## src/rtl/frb_trigger.sv

```systemverilog
// Threshold trigger with a moving-average baseline and frame timestamps.
// Optional build macro PEAK_TRACK_EN reports the peak frame of an event instead of its first frame.
module frb_trigger #(
  parameter int DIN_WIDTH  = 32,
  parameter int AVG_POW    = 4,
  parameter int TS_WIDTH   = 48,
  parameter int HOLD_WIDTH = 16
) (
  input  logic                  clk,
  input  logic                  rst,
  input  logic                  ce,
  input  logic [DIN_WIDTH-1:0]  din,
  input  logic                  din_valid,
  input  logic [DIN_WIDTH-1:0]  thresh,
  input  logic [HOLD_WIDTH-1:0] holdoff,
  output logic                  det_valid,
  output logic [TS_WIDTH-1:0]   det_ts,
  output logic [DIN_WIDTH-1:0]  det_peak,
  output logic [DIN_WIDTH-1:0]  det_baseline,
  output logic [15:0]           det_count,
  output logic                  armed
);

  localparam int SUM_W = DIN_WIDTH + AVG_POW;
  localparam int DEPTH = 1 << AVG_POW;

  typedef enum logic [1:0] {WARMUP, ARMED, HOLDOFF, EVENT} state_t;

  state_t                 state, state_n;
  logic [TS_WIDTH-1:0]    ts;
  logic [SUM_W-1:0]       sum;
  logic [AVG_POW-1:0]     wp;
  logic [HOLD_WIDTH-1:0]  hcnt, hcnt_n;
  logic [DIN_WIDTH-1:0]   ring [DEPTH];
  logic [DIN_WIDTH-1:0]   peak, peak_n;
  logic [TS_WIDTH-1:0]    pts, pts_n;

  logic                   frame, cmp, accum, emit;
  logic [DIN_WIDTH-1:0]   baseline, old, emit_peak;
  logic [TS_WIDTH-1:0]    emit_ts;

  logic                   vld_p1;
  logic [TS_WIDTH-1:0]    ts_p1;
  logic [DIN_WIDTH-1:0]   peak_p1, base_p1;

  assign frame    = ce & din_valid;
  assign baseline = sum[SUM_W-1:AVG_POW];
  // During warmup the ring holds stale data from before reset, so nothing is subtracted.
  assign old      = (state == WARMUP) ? '0 : ring[wp];
  assign cmp      = {1'b0, din} > ({1'b0, baseline} + {1'b0, thresh});

  always_comb begin
    state_n   = state;
    hcnt_n    = hcnt;
    peak_n    = peak;
    pts_n     = pts;
    accum     = 1'b0;
    emit      = 1'b0;
    emit_ts   = ts;
    emit_peak = din;
    if (frame) begin
      case (state)
        WARMUP: begin
          accum = 1'b1;
          if (wp == AVG_POW'(DEPTH - 1)) state_n = ARMED;
        end
        ARMED: begin
          if (cmp) begin
`ifdef PEAK_TRACK_EN
            state_n = EVENT;
            peak_n  = din;
            pts_n   = ts;
`else
            emit = 1'b1;
            if (holdoff != '0) begin
              state_n = HOLDOFF;
              hcnt_n  = holdoff;
            end
`endif
          end else begin
            accum = 1'b1;
          end
        end
        HOLDOFF: begin
          if (hcnt == HOLD_WIDTH'(1)) state_n = ARMED;
          else                        hcnt_n  = hcnt - HOLD_WIDTH'(1);
        end
        EVENT: begin
`ifdef PEAK_TRACK_EN
          if (cmp) begin
            if (din > peak) begin
              peak_n = din;
              pts_n  = ts;
            end
          end else begin
            emit      = 1'b1;
            emit_ts   = pts;
            emit_peak = peak;
            if (holdoff != '0) begin
              state_n = HOLDOFF;
              hcnt_n  = holdoff;
            end else begin
              state_n = ARMED;
            end
          end
`else
          state_n = WARMUP;
`endif
        end
        default: state_n = WARMUP;
      endcase
    end
  end

  // Control state, stage 1 valid, stage 2 outputs
  always_ff @(posedge clk) begin
    if (rst) begin
      state        <= WARMUP;
      ts           <= '0;
      sum          <= '0;
      wp           <= '0;
      hcnt         <= '0;
      vld_p1       <= 1'b0;
      det_valid    <= 1'b0;
      det_ts       <= '0;
      det_peak     <= '0;
      det_baseline <= '0;
      det_count    <= '0;
      armed        <= 1'b0;
    end else if (ce) begin
      state <= state_n;
      hcnt  <= hcnt_n;
      if (frame) ts <= ts + TS_WIDTH'(1);
      if (accum) begin
        sum <= sum + SUM_W'(din) - SUM_W'(old);
        wp  <= wp + AVG_POW'(1);
      end
      vld_p1    <= emit;
      det_valid <= vld_p1;
      if (vld_p1) begin
        det_ts       <= ts_p1;
        det_peak     <= peak_p1;
        det_baseline <= base_p1;
        if (det_count != 16'hFFFF) det_count <= det_count + 16'd1;
      end
      armed <= (state == ARMED);
    end
  end

  // Data path: ring buffer, peak tracker, stage 1 event capture
  always_ff @(posedge clk) begin
    if (ce) begin
      if (accum) ring[wp] <= din;
      peak <= peak_n;
      pts  <= pts_n;
      if (emit) begin
        ts_p1   <= emit_ts;
        peak_p1 <= emit_peak;
        base_p1 <= baseline;
      end
    end
  end

endmodule
```

## config.mk

```make
export PLATFORM = sky130hd
export DESIGN_NAME = frb_trigger
export DESIGN_NICKNAME = d
export VERILOG_FILES = /design/src/rtl/frb_trigger.sv
export SDC_FILE = /design/constraint.sdc
export NUM_CORES = 1
export LEC_CHECK = 0
export ABC_CLOCK_PERIOD_IN_PS = 35000
export CAP_MARGIN = 20
export CORE_MARGIN = 1
export CORE_UTILIZATION = 43
export DETAILED_ROUTE_END_ITERATION = 7
export HOLD_SLACK_MARGIN = 0.08
export PLACE_DENSITY = 0.6
export SLEW_MARGIN = 20
export SYNTH_ARGS = -nofsm -noshare
export SYNTH_HDL_FRONTEND = slang
export SYNTH_SLANG_ARGS = --single-unit
```

## constraint.sdc

```tcl
create_clock -name clk -period 35 [get_ports clk]
set_clock_uncertainty 0.1 [all_clocks]
set_input_delay 7 -clock clk [delete_from_list [all_inputs] [get_ports clk]]
set_output_delay 7 -clock clk [all_outputs]
set_load 0.03 [all_outputs]
```

==> run_results.csv, run 1 <==
group,metric,value,unit
power_and_ir_drop,pwr-share-seq,46.1,%
logic_synthesis,synth_cell_types,84,
power_and_ir_drop,swShare,25.4,%
floorplanning,die_w,297,µm
timing,fin_crit,13.82,ns
timing,setup_viol_count_final,0,
logic_synthesis,seq_area_frac_synth,62.9,%
timing,fin_hold_ws,0.353,ns
logic_synthesis,netlist_area,37400,µm²
timing,hold_violations,0,
worst_setup_path,worst_setup_path_start_kind,"input pin",
logic_synthesis,ys.flop_type,"edfxtp_1",
worst_setup_path,critPathMaxStageDelay,0.80,ns
power_and_ir_drop,internal_power,1.83,mW
worst_setup_path,slowest_stage,"buf_4",
logic_synthesis,ys.warnings.count,0,
route,wl_met2,43.5,mm
cells_and_area,drive_gt1_share,12.9,%
worst_setup_path,worstSetupEndpointType,"register",
clock_tree,cts_resized,0,
hold_path,holdCritStartpoint,"det_ts[41]$_SDFFE_PP0P_",
hold_path,min_path_cells,2,
timing,finalMaxSlewViolations,0,
clock_tree,cts_max_level,3,
worst_setup_path,r2r_slack,27.57,ns
grt,track_usage,21.1,%
worst_setup_path,path_cells,"clkdlybuf4s50_1 > ha_1 > a211oi_1 > o21ai_0 > a31oi_1 > o31ai_1 > a41oi_1 > o22ai_1 > a211o_1 > a2111oi_0 > nor3_1 > ha_1 > nand4_1 > nor4bb_1 > nand3_1 > o2111ai_1 > and2_1 > o211ai_1 > nor2_4 > buf_4 > buf_4",
floorplanning,rows,107,
outcome,status,"finished clean",
hold_path,hold_path_class,"register to register",
clock_tree,path_clk_slew,0.06,ns
clock_tree,cts_root_buffer,"clkbuf_16",
clock_tree,numCtsBuffers,91,
clock_tree,cts_hold_repair.buffers,0,
timing,max_freq,72.4,MHz
floorplanning,core-area,85700,µm²
worst_setup_path,r2r-end,"base_p1[4]$_DFFE_PP_",
worst_setup_path,cp_data_required_time,35.15,ns
power_and_ir_drop,switching_power,0.621,mW
logic_synthesis,synth_edf_count,624,
power_and_ir_drop,vdd.ir_drop.worst,0.0000423,V
power_and_ir_drop,power_frac_comb,14.6,%
route,drt_wl_total,93.5,mm
logic_synthesis,syn_area_per_cell,13.8,µm²
cells_and_area,num-nets-final,3189,
grt,grt_pass1_vias,22700,
worst_setup_path,ff2ff_path_depth,20,
power_and_ir_drop,p_per_area,55.3,nW/µm²
floorplanning,die_height,297,µm
floorplanning,die-area,88300,µm²
cells_and_area,fin_area,44300,µm²
place,dp_hpwl,62.1,mm
worst_setup_path,path_buf_inv,3,
place,portBuffers,213,
timing,min_period_over_period,39.5,%
route,via_count,23000,
power_and_ir_drop,power_leakage,15.1,nW
clock_tree,numClockSinks,865,
route,routed_via_density,5.51,
route,drt-initial-drc-count,2007,
logic_synthesis,syn-num-nets,2945,
grt,antenna_found_initial,5,
timing,final.setup.tns,0,ns
clock_tree,clockBufferDepth,3,
logic_synthesis,synth_async_sr_flop_share,0,%
route,wl_met3,5.29,mm
run,drv_cap,0,
route,drt-wirelength-per-cell,22.4,µm
worst_setup_path,critPathTopFamily,"compound AO/OA/AOI/OAI gates",
route,drcViolationCount,0,
grt,grt-ovfl-total,0,
route,drtPass1Iterations,5,
grt,grt_pass1_wl,142,mm
timing,slew_headroom,25.8,%
logic_synthesis,ys_ff_latch,865,
route,dr.max_layer_used,"met4",
cells_and_area,diodes,0,
clock_tree,tritoncts,"built",
place,dpl_cell_area,41200,µm²
grt,grt_max_degree,95,
cells_and_area,area_growth,18.2,%
clock_tree,clk_latency,0.66,ns
power_and_ir_drop,clockPowerShare,39.3,%
worst_setup_path,arrival,13.97,ns
power_and_ir_drop,p_total,2.45,mW
logic_synthesis,netlist_instances,2720,
floorplanning,start_util,43.7,%
place,gp_congestion,0.918,
clock_tree,cts_setup_buffers,0,
worst_setup_path,worst-setup-path-type,"input pin to register",
hold_path,hold_end,"det_ts[41]$_SDFFE_PP0P_",
route,drt-met1-wl,42.5,mm
timing,tightestPinTransition,1.11,ns
worst_setup_path,critPathMaxFanout,71,
worst_setup_path,r2r_start,"sum[5]$_SDFFE_PP0P_",
place,preCtsSetupSlack,20.62,ns
floorplanning,ios,214,
route,ant_nets,0,
timing,rsz0062_at_grt,"false",
timing,setup_ws,21.18,ns
worst max path at each step:
stage                     depth (start not counted)       from                    end  slack [ns]
final                                            21  thresh[1]   base_p1[4]$_DFFE_PP_       21.18
after detailed placement                         21  thresh[1]  peak_p1[13]$_DFFE_PP_       20.62
after global routing                             21  thresh[1]   base_p1[3]$_DFFE_PP_       20.66
after floorplan                                  19  thresh[0]   base_p1[0]$_DFFE_PP_       18.88
after global placement                           21  thresh[1]  peak_p1[13]$_DFFE_PP_       20.81
after CTS                                        21  thresh[1]  peak_p1[26]$_DFFE_PP_       21.28
sequential cells by signal, indices dropped and copies added, names as in the netlist, 4 cells and up, named ones only:
| register | cells |
|---|---|
| ring | 512 |
| det_ts | 48 |
| emit_ts | 48 |
| ts_p1 | 48 |
| sum | 36 |
| base_p1 | 32 |
| det_baseline | 32 |
| det_peak | 32 |
| peak_p1 | 32 |
| det_count | 16 |
| hcnt | 16 |
| wp | 4 |
worst reg2reg max path, cell delays in order (launching register included):
cell	delay, ns
dfxtp_1	0.48
ha_1	0.31
a211oi_1	0.39
o21ai_0	0.19
a31oi_1	0.39
o31ai_1	0.26
a41oi_1	0.42
o22ai_1	0.30
a211o_1	0.38
a2111oi_0	0.37
nor3_1	0.11
ha_1	0.33
nand4_1	0.11
nor4bb_1	0.38
nand3_1	0.17
o2111ai_1	0.28
and2_1	0.20
o211ai_1	0.26
nor2_4	0.15
buf_4	0.52
buf_4	0.86
cell families after synthesis:
logic type                 Yosys count  share of synthesized area, %
DFF                                865                          62.9
xor gates and xnor gates           101                          2.36
muxes                              183                          10.2
AOI/OAI and AO/OA                  437                          7.63
and+or+nand+nor                    715                          8.62
adders and majority gates          141                          5.37
buffers and inverters              278                          2.85
power by group through the flow:
stage,Sequential [mW],Combinational [mW],Clock (mW)
4_1_cts,1.13,0.356,0.981
3_3_place_gp,1.15,0.350,0
6_report,1.13,0.357,0.962
2_1_floorplan,1.14,0.256,0
3_5_place_dp,1.15,0.354,0
5_1_grt,1.13,0.396,1.02
final cells by class:
| type | instances | area (µm²) |
|---|---|---|
| Sequential cell | 865 | 23600 |
| Tap cell | 1144 | 1430 |
| Clock inverter | 37 | 377 |
| Clock buffer | 129 | 2650 |
| Timing Repair Buffer | 265 | 2680 |
| Inverter | 164 | 616 |
| Multi-Input combinational cell | 1577 | 13000 |
| Fill cell | 7163 | 41400 |
stage by stage:
stage / util [%] / instances
global placement: 47.9 / 4007
finish: 51.7 / 4181
floorplan: - / 2720
detailed placement: 48.1 / 4012
CTS: 51.6 / 4178
global route: 51.7 / 4181
Yosys cell counts (all sizes together), types with 43 or more instances:
cell / number / area [µm²]
edfxtp: 624 / 18700
o21ai: 51 / 259
dfxtp: 241 / 4820
a21oi: 210 / 1050
inv: 164 / 616
mux4: 160 / 3600
a21o: 43 / 323
nand2: 327 / 1230
ha: 108 / 1350
nand3: 44 / 220
nor2: 155 / 584
xor2: 64 / 561
clkbuf: 93 / 349
placed cells by master (no fill, tap or decap), types with 33 or more instances in the layout:
| master | instances |
|---|---|
| fa_1 | 33 |
| nor2_1 | 140 |
| edfxtp_1 | 624 |
| inv_1 | 164 |
| xor2_1 | 64 |
| dfxtp_1 | 238 |
| nand3_1 | 44 |
| o21ai_0 | 48 |
| ha_1 | 108 |
| clkdlybuf4s50_1 | 212 |
| mux4_2 | 160 |
| xnor2_1 | 37 |
| a21o_1 | 43 |
| a21oi_1 | 210 |
| nand2_1 | 326 |
| buf_4 | 43 |
| nor2b_1 | 42 |
| clkbuf_16 | 96 |
layer usage:
metal / vias to the layer above / GRT usage [%]
met4: 0 / 5.90
met2: 724 / 33.1
met3: 131 / 2.85
li1: 10600 / -
met1: 11600 / 30.9
met5: - / 0
No activity file was read; power rests on OpenSTA's default activity.
==> run 2: changes to the inputs <==
Settings changed: ABC_CLOCK_PERIOD_IN_PS 35000 to 14000.
Clock period 35 ns to 14 ns, I/O delays scaled along.
==> run_results.csv, run 2 (same netlist as run 1, synthesis figures left out) <==
group,metric,value,unit
floorplanning,die_height,297,µm
worst_setup_path,arrival,9.30,ns
timing,rsz0062_at_grt,"false",
hold_path,hold_path_class,"register to register",
clock_tree,cts_setup_buffers,0,
cells_and_area,fillCellCount,7178,
grt,antenna_found_initial,4,
worst_setup_path,worst-setup-path-type,"input pin to register",
timing,slew_headroom,25.5,%
clock_tree,cts_root_buffer,"clkbuf_16",
worst_setup_path,worstSetupEndpointType,"register",
route,drt_wl_total,92.5,mm
route,ant_nets,0,
power_and_ir_drop,p_per_area,139,nW/µm²
place,portBuffers,213,
timing,hold_violations,0,
clock_tree,path_clk_slew,0.06,ns
timing,min_period_over_period,65.3,%
timing,setup_viol_count_final,0,
power_and_ir_drop,p_total,6.15,mW
cells_and_area,num-nets-final,3186,
route,drt-wirelength-per-cell,22.1,µm
timing,fin_crit,9.14,ns
floorplanning,die-area,88300,µm²
cells_and_area,top_register,"ring",
power_and_ir_drop,vdd.ir_drop.worst,0.0000957,V
grt,grt_pass1_wl,140,mm
timing,max_freq,109,MHz
cells_and_area,drive_gt1_share,13.3,%
route,drtPass1Iterations,5,
timing,finalMaxSlewViolations,0,
grt,grt_pass1_vias,22700,
grt,grt-ovfl-total,0,
floorplanning,core-area,85700,µm²
floorplanning,ios,214,
clock_tree,cts_max_level,3,
grt,track_usage,20.8,%
floorplanning,die_w,297,µm
outcome,status,"finished clean",
place,gp_congestion,0.906,
clock_tree,numClockSinks,865,
place,dp_cells,4001,
cells_and_area,area_growth,18.3,%
timing,fin_hold_ws,0.353,ns
floorplanning,start_util,43.7,%
run,drv_cap,0,
clock_tree,tritoncts,"built",
clock_tree,numCtsBuffers,91,
clock_tree,clockBufferDepth,3,
cells_and_area,largest_reg_flops,512,
clock_tree,clk_latency,0.66,ns
timing,final.setup.tns,0,ns
worst_setup_path,critPathMaxFanout,32,
clock_tree,cts_hold_repair.buffers,0,
clock_tree,cts_resized,0,
cells_and_area,instances_no_fill,4183,
route,via_count,23000,
grt,grt_max_degree,101,
route,routed_via_density,5.50,
worst_setup_path,worst_setup_path_start_kind,"input pin",
power_and_ir_drop,power_leakage,15.1,nW
route,drt-initial-drc-count,1907,
floorplanning,rows,107,
cells_and_area,final_cell_mix,"edfxtp_1 (624), nand2_1 (326), dfxtp_1 (238)",
cells_and_area,fin_util,51.7,%
cells_and_area,final_common_cell,"edfxtp_1",
place,dp_hpwl,61.6,mm
worst_setup_path,cp_data_required_time,14.15,ns
route,drcViolationCount,0,
timing,tightestPinTransition,1.12,ns
==> run 2: cell count changes in the layout (fill, tap and decap cells not counted), moves of 6 or more <==
| cell | change |
|---|---|
| clkinv_2 | +11 |
| clkinvlp_4 | +6 |
| clkbuf_8 | -7 |
| buf_4 | -6 |
| clkbuf_1 | -12 |
==> run 2: critical path: stages <==
cell and delay, ns:
clkdlybuf4s50_1 0.46, ha_1 0.33, a211oi_1 0.34, o21ai_0 0.18, a31oi_1 0.36, o31ai_1 0.24
a41oi_1 0.40, o22ai_1 0.29, a211o_1 0.37, a2111oi_0 0.37, nor3_1 0.10, ha_1 0.33
nand4_1 0.12, nor4bb_1 0.39, nand3_1 0.16, o21a_1 0.22, a311o_1 0.39, o21ai_4 0.17
nand2_1 0.29, nor2_4 0.93
==> run 2: path summary, 6_finish.rpt <==
check	depth (start not counted)	start	slack, ns	endpoint
hold / removal	2	det_ts[15]$_SDFFE_PP0P_	0.35	det_ts[15]$_SDFFE_PP0P_
setup reg to reg	16	register	6.98	sum[35]$_SDFFE_PP0P_
setup / recovery	20	thresh[1]	4.86	ring[4][30]$_DFFE_PP_
hold reg to reg	2	det_ts[15]$_SDFFE_PP0P_	0.35	det_ts[15]$_SDFFE_PP0P_
==> run 2: cell type report <==
class                   instances  area [µm²]  area share [%]
clock buffers                 105        2380            5.37
inverters                     164         616            1.39
well taps                    1144        1430            3.23
diodes                          2        5.00          0.0113
multi-input cells            1577       13000            29.2
repair buffers                262        2690            6.07
flip-flops and latches        865       23600            53.2
clock inverters                64         658            1.49
==> run 2: per-stage QoR <==
stage / cell area (µm²) / setup WS (ns)
2_1_floorplan: 37400 / 2.08
3_3_place_gp: 41000 / 4.21
3_5_place_dp: 41000 / 4.14
4_1_cts: 44000 / 4.77
5_1_grt: 44300 / 4.40
6_report: 44300 / 4.86
==> run 2: metal layers <==
layer	routed length, µm	global-route usage [%]
met1	42300	30.0
met2	43000	32.7
met3	5280	3.21
met4	1940	5.82
met5	0	0
==> run 2: report_power, final <==
group | internal (mW) | switching (mW) | total, mW
clock network | 1.41 | 1.02 | 2.43
registers | 2.77 | 0.0475 | 2.82
logic | 0.380 | 0.512 | 0.892
